===== src/rtl/dmem_arbiter.sv =====
// Two-port round-robin arbiter and sequencer in front of the single-ported dmem.
// Checks faults when the request is latched and returns a one-cycle response to the owner.
module dmem_arbiter #(
    parameter int DEPTH = 128
) (
    input  logic        clk,
    input  logic        rst,
    input  logic        m0_req_valid,
    output logic        m0_req_ready,
    input  logic        m0_rw,
    input  logic [2:0]  m0_funct3,
    input  logic [31:0] m0_addr,
    input  logic [31:0] m0_wdata,
    output logic        m0_resp_valid,
    output logic [31:0] m0_rdata,
    output logic        m0_err,
    output logic [3:0]  m0_err_code,
    input  logic        m1_req_valid,
    output logic        m1_req_ready,
    input  logic        m1_rw,
    input  logic [2:0]  m1_funct3,
    input  logic [31:0] m1_addr,
    input  logic [31:0] m1_wdata,
    output logic        m1_resp_valid,
    output logic [31:0] m1_rdata,
    output logic        m1_err,
    output logic [3:0]  m1_err_code,
    output logic        mem_rw,
    output logic [2:0]  mem_funct3,
    output logic [31:0] mem_address,
    output logic [31:0] mem_wdata,
    input  logic [31:0] mem_rdata,
    input  logic        mem_exception
);

    typedef enum logic [1:0] {IDLE = 2'd0, ISSUE = 2'd1, RESP = 2'd2} state_t;

    function automatic logic access_fault(input logic rw, input logic [2:0] f3, input logic [31:0] addr);
        logic bad_f3;
        if (rw) begin
            case (f3)
                3'b000, 3'b001, 3'b010: bad_f3 = 1'b0;
                default:                bad_f3 = 1'b1;
            endcase
        end else begin
            case (f3)
                3'b000, 3'b001, 3'b010, 3'b100, 3'b101: bad_f3 = 1'b0;
                default:                                bad_f3 = 1'b1;
            endcase
        end
        return bad_f3 || ({2'b00, addr[31:2]} >= 32'(DEPTH));
    endfunction

    state_t      state_q, state_d;
    logic        last_grant_q;
    logic        grant_s, idle_s, hs_s;
    logic        owner_q, rw_q, fault_q;
    logic [2:0]  funct3_q;
    logic [31:0] addr_q, wdata_q;
    logic [1:0]  resp_valid_q, err_q, rdata_sel_q;
    logic [3:0]  code0_q, code1_q;
    logic        err_s;
    logic [3:0]  code_s;

    // Round-robin grant: on a tie the port not granted last wins.
    always_comb begin
        grant_s = 1'b0;
        if (m0_req_valid && m1_req_valid) begin
            grant_s = ~last_grant_q;
        end else if (m1_req_valid) begin
            grant_s = 1'b1;
        end else begin
            grant_s = 1'b0;
        end
    end

    assign idle_s       = (state_q == IDLE);
    assign m0_req_ready = idle_s && m0_req_valid && !grant_s;
    assign m1_req_ready = idle_s && m1_req_valid && grant_s;
    assign hs_s         = m0_req_ready || m1_req_ready;

    // Next-state logic for the IDLE -> ISSUE -> RESP sequence.
    always_comb begin
        state_d = state_q;
        case (state_q)
            IDLE: begin
                if (hs_s) begin
                    state_d = ISSUE;
                end else begin
                    state_d = IDLE;
                end
            end
            ISSUE:   state_d = RESP;
            RESP:    state_d = IDLE;
            default: state_d = IDLE;
        endcase
    end

    // State register.
    always_ff @(posedge clk or posedge rst) begin
        if (rst) begin
            state_q <= IDLE;
        end else begin
            state_q <= state_d;
        end
    end

    // Capture the granted request and its access-fault verdict at handshake.
    always_ff @(posedge clk or posedge rst) begin
        if (rst) begin
            last_grant_q <= 1'b1;
            owner_q      <= 1'b0;
            rw_q         <= 1'b0;
            fault_q      <= 1'b0;
            funct3_q     <= 3'b000;
            addr_q       <= 32'h0000_0000;
            wdata_q      <= 32'h0000_0000;
        end else if (hs_s) begin
            last_grant_q <= grant_s;
            owner_q      <= grant_s;
            rw_q         <= grant_s ? m1_rw : m0_rw;
            funct3_q     <= grant_s ? m1_funct3 : m0_funct3;
            addr_q       <= grant_s ? m1_addr : m0_addr;
            wdata_q      <= grant_s ? m1_wdata : m0_wdata;
            fault_q      <= grant_s ? access_fault(m1_rw, m1_funct3, m1_addr)
                                    : access_fault(m0_rw, m0_funct3, m0_addr);
        end else begin
            last_grant_q <= last_grant_q;
            owner_q      <= owner_q;
            rw_q         <= rw_q;
            fault_q      <= fault_q;
            funct3_q     <= funct3_q;
            addr_q       <= addr_q;
            wdata_q      <= wdata_q;
        end
    end

    // Memory drive: only ISSUE performs a real access; other cycles are an idle word read.
    always_comb begin
        mem_address = addr_q;
        mem_wdata   = wdata_q;
        if (state_q == ISSUE) begin
            mem_rw     = rw_q & ~fault_q;
            mem_funct3 = funct3_q;
        end else begin
            mem_rw     = 1'b0;
            mem_funct3 = 3'b010;
        end
    end

    // Fault classification; an access fault outranks misalignment.
    always_comb begin
        err_s = fault_q | mem_exception;
        if (fault_q) begin
            code_s = rw_q ? 4'd7 : 4'd5;
        end else if (mem_exception) begin
            code_s = rw_q ? 4'd6 : 4'd4;
        end else begin
            code_s = 4'd0;
        end
    end

    // Response registers, loaded on the ISSUE -> RESP edge and cleared otherwise.
    always_ff @(posedge clk or posedge rst) begin
        if (rst) begin
            resp_valid_q <= 2'b00;
            err_q        <= 2'b00;
            rdata_sel_q  <= 2'b00;
            code0_q      <= 4'd0;
            code1_q      <= 4'd0;
        end else if (state_q == ISSUE) begin
            resp_valid_q <= owner_q ? 2'b10 : 2'b01;
            err_q        <= err_s ? (owner_q ? 2'b10 : 2'b01) : 2'b00;
            rdata_sel_q  <= (!rw_q && !err_s) ? (owner_q ? 2'b10 : 2'b01) : 2'b00;
            code0_q      <= owner_q ? 4'd0 : code_s;
            code1_q      <= owner_q ? code_s : 4'd0;
        end else begin
            resp_valid_q <= 2'b00;
            err_q        <= 2'b00;
            rdata_sel_q  <= 2'b00;
            code0_q      <= 4'd0;
            code1_q      <= 4'd0;
        end
    end

    // dmem read data arrives during RESP, so it is gated by a registered select.
    assign m0_resp_valid = resp_valid_q[0];
    assign m1_resp_valid = resp_valid_q[1];
    assign m0_err        = err_q[0];
    assign m1_err        = err_q[1];
    assign m0_err_code   = code0_q;
    assign m1_err_code   = code1_q;
    assign m0_rdata      = rdata_sel_q[0] ? mem_rdata : 32'h0000_0000;
    assign m1_rdata      = rdata_sel_q[1] ? mem_rdata : 32'h0000_0000;

endmodule

===== config.mk =====
export PLATFORM = sky130hd
export DESIGN_NAME = dmem_arbiter
export DESIGN_NICKNAME = d
export VERILOG_FILES = /design/src/rtl/dmem_arbiter.sv
export SDC_FILE = /design/constraint.sdc
export NUM_CORES = 1
export LEC_CHECK = 0
export CAP_MARGIN = 30
export CORE_MARGIN = 8
export CORE_UTILIZATION = 37
export DETAILED_ROUTE_END_ITERATION = 16
export PLACE_DENSITY_LB_ADDON = 0.3
export SYNTH_ARGS = -nofsm -noshare
export SYNTH_HDL_FRONTEND = slang
export SYNTH_SLANG_ARGS = --single-unit

===== constraint.sdc =====
create_clock -name clk -period 4.82 [get_ports clk]
set_clock_uncertainty 0.05 [all_clocks]
set_input_delay 0.964 -clock clk [delete_from_list [all_inputs] [get_ports clk]]
set_output_delay 0.964 -clock clk [all_outputs]
set_load 0.1 [all_outputs]

Word level (Yosys, flattened, before mapping)

Cells that the tools add are included.

Reductions and logical operators: 19
Bitwise gates (word level): 4
Muxes and demuxes: 35
Equality and inequality tests: 9
Magnitude comparators: 2

Operators by type and width:

| cell                                                                                 | number |
|---|---|
| 32-bit two-way mux                                                                   | 4 |
| 30-bit by 8-bit greater-or-equal comparator with 1-bit output, second input constant | 2 |
| 2-bit two-way mux                                                                    | 8 |
| 4-bit two-way mux                                                                    | 4 |
| 1-bit two-way mux                                                                    | 14 |
| 3-bit equality test, second input constant                                           | 4 |
| 3-bit two-way mux                                                                    | 4 |
| 5-bit OR reduction                                                                   | 2 |
| 3-bit by 1-bit equality test with 1-bit output, second input constant                | 2 |
| 3-bit by 2-bit equality test with 1-bit output, second input constant                | 2 |
| 1-bit logical AND                                                                    | 6 |
| 3-bit logical NOT                                                                    | 2 |
| 3-bit OR reduction                                                                   | 2 |
| 2-bit case mux with 2 select lines                                                   | 1 |
| 1-bit logical NOT                                                                    | 3 |
| 1-bit logical OR                                                                     | 3 |
| 2-bit by 1-bit equality test with 1-bit output, second input constant                | 1 |
| 2-bit logical NOT                                                                    | 1 |
| 1-bit NOT                                                                            | 2 |
| 1-bit bitwise AND                                                                    | 1 |
| 1-bit bitwise OR                                                                     | 1 |

Register bits after elaboration: 87
Output and inout port bits: 146

Depth between registers and ports, before layout

Word-level depth: 8
Gate-level depth with buffers: 6
Mapped depth without buffers: 4

Least setup slack after synthesis

No wires, ideal clock.

Path kind: input -> output
Start point: in m1_req_valid
End point: out m0_req_ready
Buffers on the path: 2
Slack: 1.091 ns
Arrival: 2.715 ns
Cell stages on the path: 4
Path through: a21boi_2 -> buf_4 -> buf_4 -> nor2_1

Cells in the longest elaborated chain, start to end: 4
Elaborated cells on any way between the ends: 5
Classes of those cells: 2 x mux; 3 x reduce/logical

RTL lines:

| element                                                | line   | source |
|---|---|---|
| from (decl)                                            | 18     | `input logic m1_req_valid,` |
| 1-bit two-way mux or 1-bit logical AND (tied branches) | 70, 68 |  |
| 1-bit two-way mux (*)                                  | 68     | `if (m0_req_valid && m1_req_valid) begin` |
| 1-bit logical NOT (*)                                  | 78     | `assign m0_req_ready = idle_s && m0_req_valid && !grant_s;` |
| 1-bit logical AND (*)                                  | 78     |  |
| to (decl)                                              | 9      | `output logic m0_req_ready,` |

Every way passes the cells marked *; elsewhere a longest branch is shown, timed or not.

Final worst setup path

Start point: reg state_q[1]
End point: out mem_rw

Cells in the longest elaborated chain, start to end: 2

RTL lines:

| element                                        | line | source |
|---|---|---|
| from (decl)                                    | 54   | `state_t state_q, state_d;` |
| from (signal assigned)                         | 104  | `state_q <= state_d;` |
| 2-bit by 1-bit equality test with 1-bit output | 142  | `if (state_q == ISSUE) begin` |
| 1-bit two-way mux                              | 142  |  |
| to (decl)                                      | 28   | `output logic mem_rw,` |

Every way passes these cells.

==> impl_summary.log <==
[metrics] width of the die: 123.4 um
[metrics] setup-violating endpoint count in the final report: 0
[metrics] number of nets in the finished design: 917
[metrics] combinational fraction of design power: 68.5%
[metrics] worst-case vdd ir drop: 0.0005536 V
[metrics] Seq cells post-synth: 83
[metrics] total half-perimeter wirelength after legalization and detailed placement: 14020 um
[metrics] clock power share: 10.8%
[metrics] antenna diode instance count: 0
[metrics] headroom to the max-slew limit: 31.31%
[metrics] CTS root buf: clkbuf_16
[metrics] maximum fanout along the worst path: 8
[metrics] last weighted congestion value of the routability-driven placer: 0.8320
[metrics] met2 track demand over resource: 39.41%
[metrics] status: completed
[metrics] DRC violation total after the first TritonRoute iteration: 99
[metrics] Die Outline Area: 0.01522 mm^2
[metrics] post-layout min period: 3.418 ns
[metrics] setup tns final: 0 ns
[metrics] slew at the pin closest to its max-slew limit: 1.027 ns
[metrics] M3 GR Usage: 7.306%
[metrics] Crit path required time: 3.81 ns
[metrics] share of flip-flops with an asynchronous set or reset after synthesis: 100.0%
[metrics] post-detailed-route count of antenna-violating nets: 0
[metrics] # Max-Cap Violations: 0
[metrics] distinct cell type count after synthesis: 28
[metrics] switching fraction of total power: 59.36%
[metrics] power density over the cells: 758.4 mW/mm^2
[metrics] net load switching power: 3.481 mW
[metrics] setup slack of the critical path after layout: 1.402 ns
[metrics] share of synthesized area occupied by flip-flops and latches: 48.74%
[metrics] Ys Warns: 0
[metrics] core outline area: 0.01132 mm^2
[metrics] Num CTS Buffers: 9
[metrics] DRC violation count after routing: 0
[metrics] number of enable flip-flop cells after synthesis: 0
[metrics] element type at the critical path start: register
[metrics] TritonRoute pass-1 iters: 5
[metrics] area added between synthesis and finish: 81.31%
[metrics] hold buffer count at CTS: 0
[metrics] Worst Path Class, Setup: register to primary output
[metrics] initial antenna violation count: 0
[metrics] number of cells produced by synthesis: 439
[metrics] All-Layer GR Usage: 20.92%
[metrics] commonest register cell after synthesis: dfrtp_1
[metrics] fill count: 892
[metrics] Fmax achieved: 292.6 MHz
[metrics] path type of the worst min-delay path: register to register
[metrics] clock insertion delay at the later pin of the skew report: 0.33 ns
[metrics] number of clock sinks: 83
[metrics] number of setup buffers added after CTS: 0
[metrics] number of H-tree branching levels: 3
[metrics] clock edge transition at the registers on the reported setup and hold paths: 0.06 ns
[metrics] leakage power figure: 3.359 nW
[metrics] Final Hold Violating Endpoints: 0
[metrics] synthesized area per cell: 9.713 um^2
[metrics] Final Total Pwr: 5.863 mW
[metrics] residual overflow from global routing: 0
[metrics] wire length of the first global-routing pass: 24530 um
[metrics] data arrival time of the critical path: 2.40 ns
[metrics] post-route clock period utilization: 70.90%
[metrics] Flop pwr share: 20.6%
[metrics] minimum setup slack among reg-to-reg paths: 2.62 ns
[metrics] via-per-instance ratio: 4.798
[metrics] via count of the first global-routing pass: 4600
[metrics] total wirelength of the detailed-routed design: 16760 um
[metrics] Die Span Y: 123.4 um
[metrics] GRT met1 Usage: 20.75%
[metrics] clock tree from TritonCTS: yes
[metrics] end-of-flow core utilization: 68.29%
[metrics] initial cell density of the core: 37.67%
[metrics] GR peak layer: met2
[metrics] internal power component: 2.383 mW
[metrics] setup slack at placement: 1.426 ns
[metrics] routed vias: 4280
[metrics] Pins Over Slew Limit: 0
[metrics] wire length per cell after detailed routing: 18.79 um
[metrics] cell area after technology mapping: 0.004264 mm^2
[metrics] buffers added on ports: 316
[metrics] total number of placement rows: 39
[metrics] Worst setup EP type: primary output
[metrics] largest net degree at the start of global routing: 100
[metrics] number of top-level pins: 319
[metrics] fraction of layout instances using a drive strength above 1: 13.08%
[metrics] clock buffer depth: 2
[metrics] setup repair after global routing missed its margin: false
[metrics] cells resized by post-CTS repair: 0
## routing by layer
metal	vias up	wire, um
met1	1967	5652
met3	22	1707
met4	0	333
met5	-	0
li1	2095	-
met2	196	9067
## synth_stat cells, types with 2 or more instances
library cell | n | share of area [%]
dfrtp_1 | 82 | 48
nor2_1 | 75 | 6.6
a21oi_1 | 70 | 8.2
mux2i_1 | 68 | 16
and2_1 | 67 | 9.8
buf_4 | 16 | 2.8
nor4_1 | 12 | 1.8
buf_2 | 9 | 1.1
clkbuf_1 | 6 | 0.53
nand2_1 | 6 | 0.53
inv_1 | 4 | 0.35
nand4_1 | 4 | 0.59
o21ai_0 | 3 | 0.35
nand2b_1 | 2 | 0.29
nor3_1 | 2 | 0.23
## path summary, 6_finish.rpt
| kind | depth (start not counted) | endpoint | startpoint |
|---|---|---|---|
| max in group asynchronous | 4 | mem_address[13] | rst |
| worst min-delay path | 2 | owner_q | owner_q |
| worst min register to register | 2 | owner_q | owner_q |
| min in group asynchronous | 2 | mem_wdata[27] | rst |
| worst max register to register | 5 | mem_wdata[16] | state_q[0] |
| worst max-delay path | 3 | mem_rw | state_q[1] |
## flip-flops by register name, summed over array words and instances (netlist names)
name          count
err_q             1
fault_q           1
funct3_q          3
last_grant_q      1
m0_err_code       3
m1_err_code       2
mem_address      32
mem_wdata        32
owner_q           1
rdata_sel_q       2
resp_valid_q      2
rw_q              1
state_q           2
## worst max-delay path, stage by stage (launching register included)
cell,delay [ns]
dfrtp_1,0.38
and2b_1,0.35
and3b_1,0.19
clkdlybuf4s50_1,1.15
## power groups by stage
stage               Combinational, mW  Clock, mW  Sequential [mW]
finish                           4.02      0.635             1.21
global route                     4.18      0.681             1.25
CTS                              4.02      0.648             1.21
detailed placement               4.01          0             1.22
global placement                 3.87          0             1.20
floorplan                       0.862          0             3.28
## metrics by stage
step / cells / cell area, um^2 / hold slack, ns
5_1_grt: 892 / 7731 / 0.5033
3_3_place_gp: 870 / 7297 / 0.4556
4_1_cts: 891 / 7704 / 0.4758
6_report: 892 / 7731 / 0.4730
2_1_floorplan: 440 / 4268 / 0.4098
3_5_place_dp: 875 / 7427 / 0.4605
## area by class of cell
type	count	area, um^2	area share [%]
inverter	4	16.27	0.2104
sequential	83	2078	26.88
multi-input combinational	320	1983	25.65
timing repair buffer	326	3198	41.37
clock inverter	7	51.30	0.6635
clock buffer	9	225.2	2.913
tap	143	178.9	2.314
## cell usage in the layout, fill, tap and decap left out
cell	netlist	layout
clkdlybuf4s50_1	0	250
nand2_1	6	6
inv_1	4	3
conb_1	1	2
and3_1	1	1
clkinv_2	0	3
a31oi_1	1	1
dfrtp_1	82	82
and2_1	67	67
clkinv_4	0	1
clkinvlp_4	0	2
o21ai_0	3	3
and3b_1	1	1
inv_6	0	2
dfstp_2	1	1
a21boi_4	0	1
buf_4	16	69
o21a_4	0	1
and2b_1	1	1
nor2_1	75	75
clkbuf_16	0	9
o32ai_1	1	1
nand2_2	1	1
mux2i_1	68	68
nand2b_1	2	2
nor2_2	1	1
a21oi_1	70	70
buf_12	0	2
nor3_1	2	2
nor4_1	12	12
nand4_1	4	4
buf_16	0	5
## kinds of logic (layout without fill, tap and decap cells)
group,count (synthesis),count (layout),synth area share (%)
DFF,83,83,48.74
other,1,2,0.08794
AOI/OAI and AO/OA,77,77,9.360
and+or+nand+nor,173,173,20.66
buffers and inverters,37,346,5.194
muxes,68,68,15.96
Power figures use the tool's default switching activity.
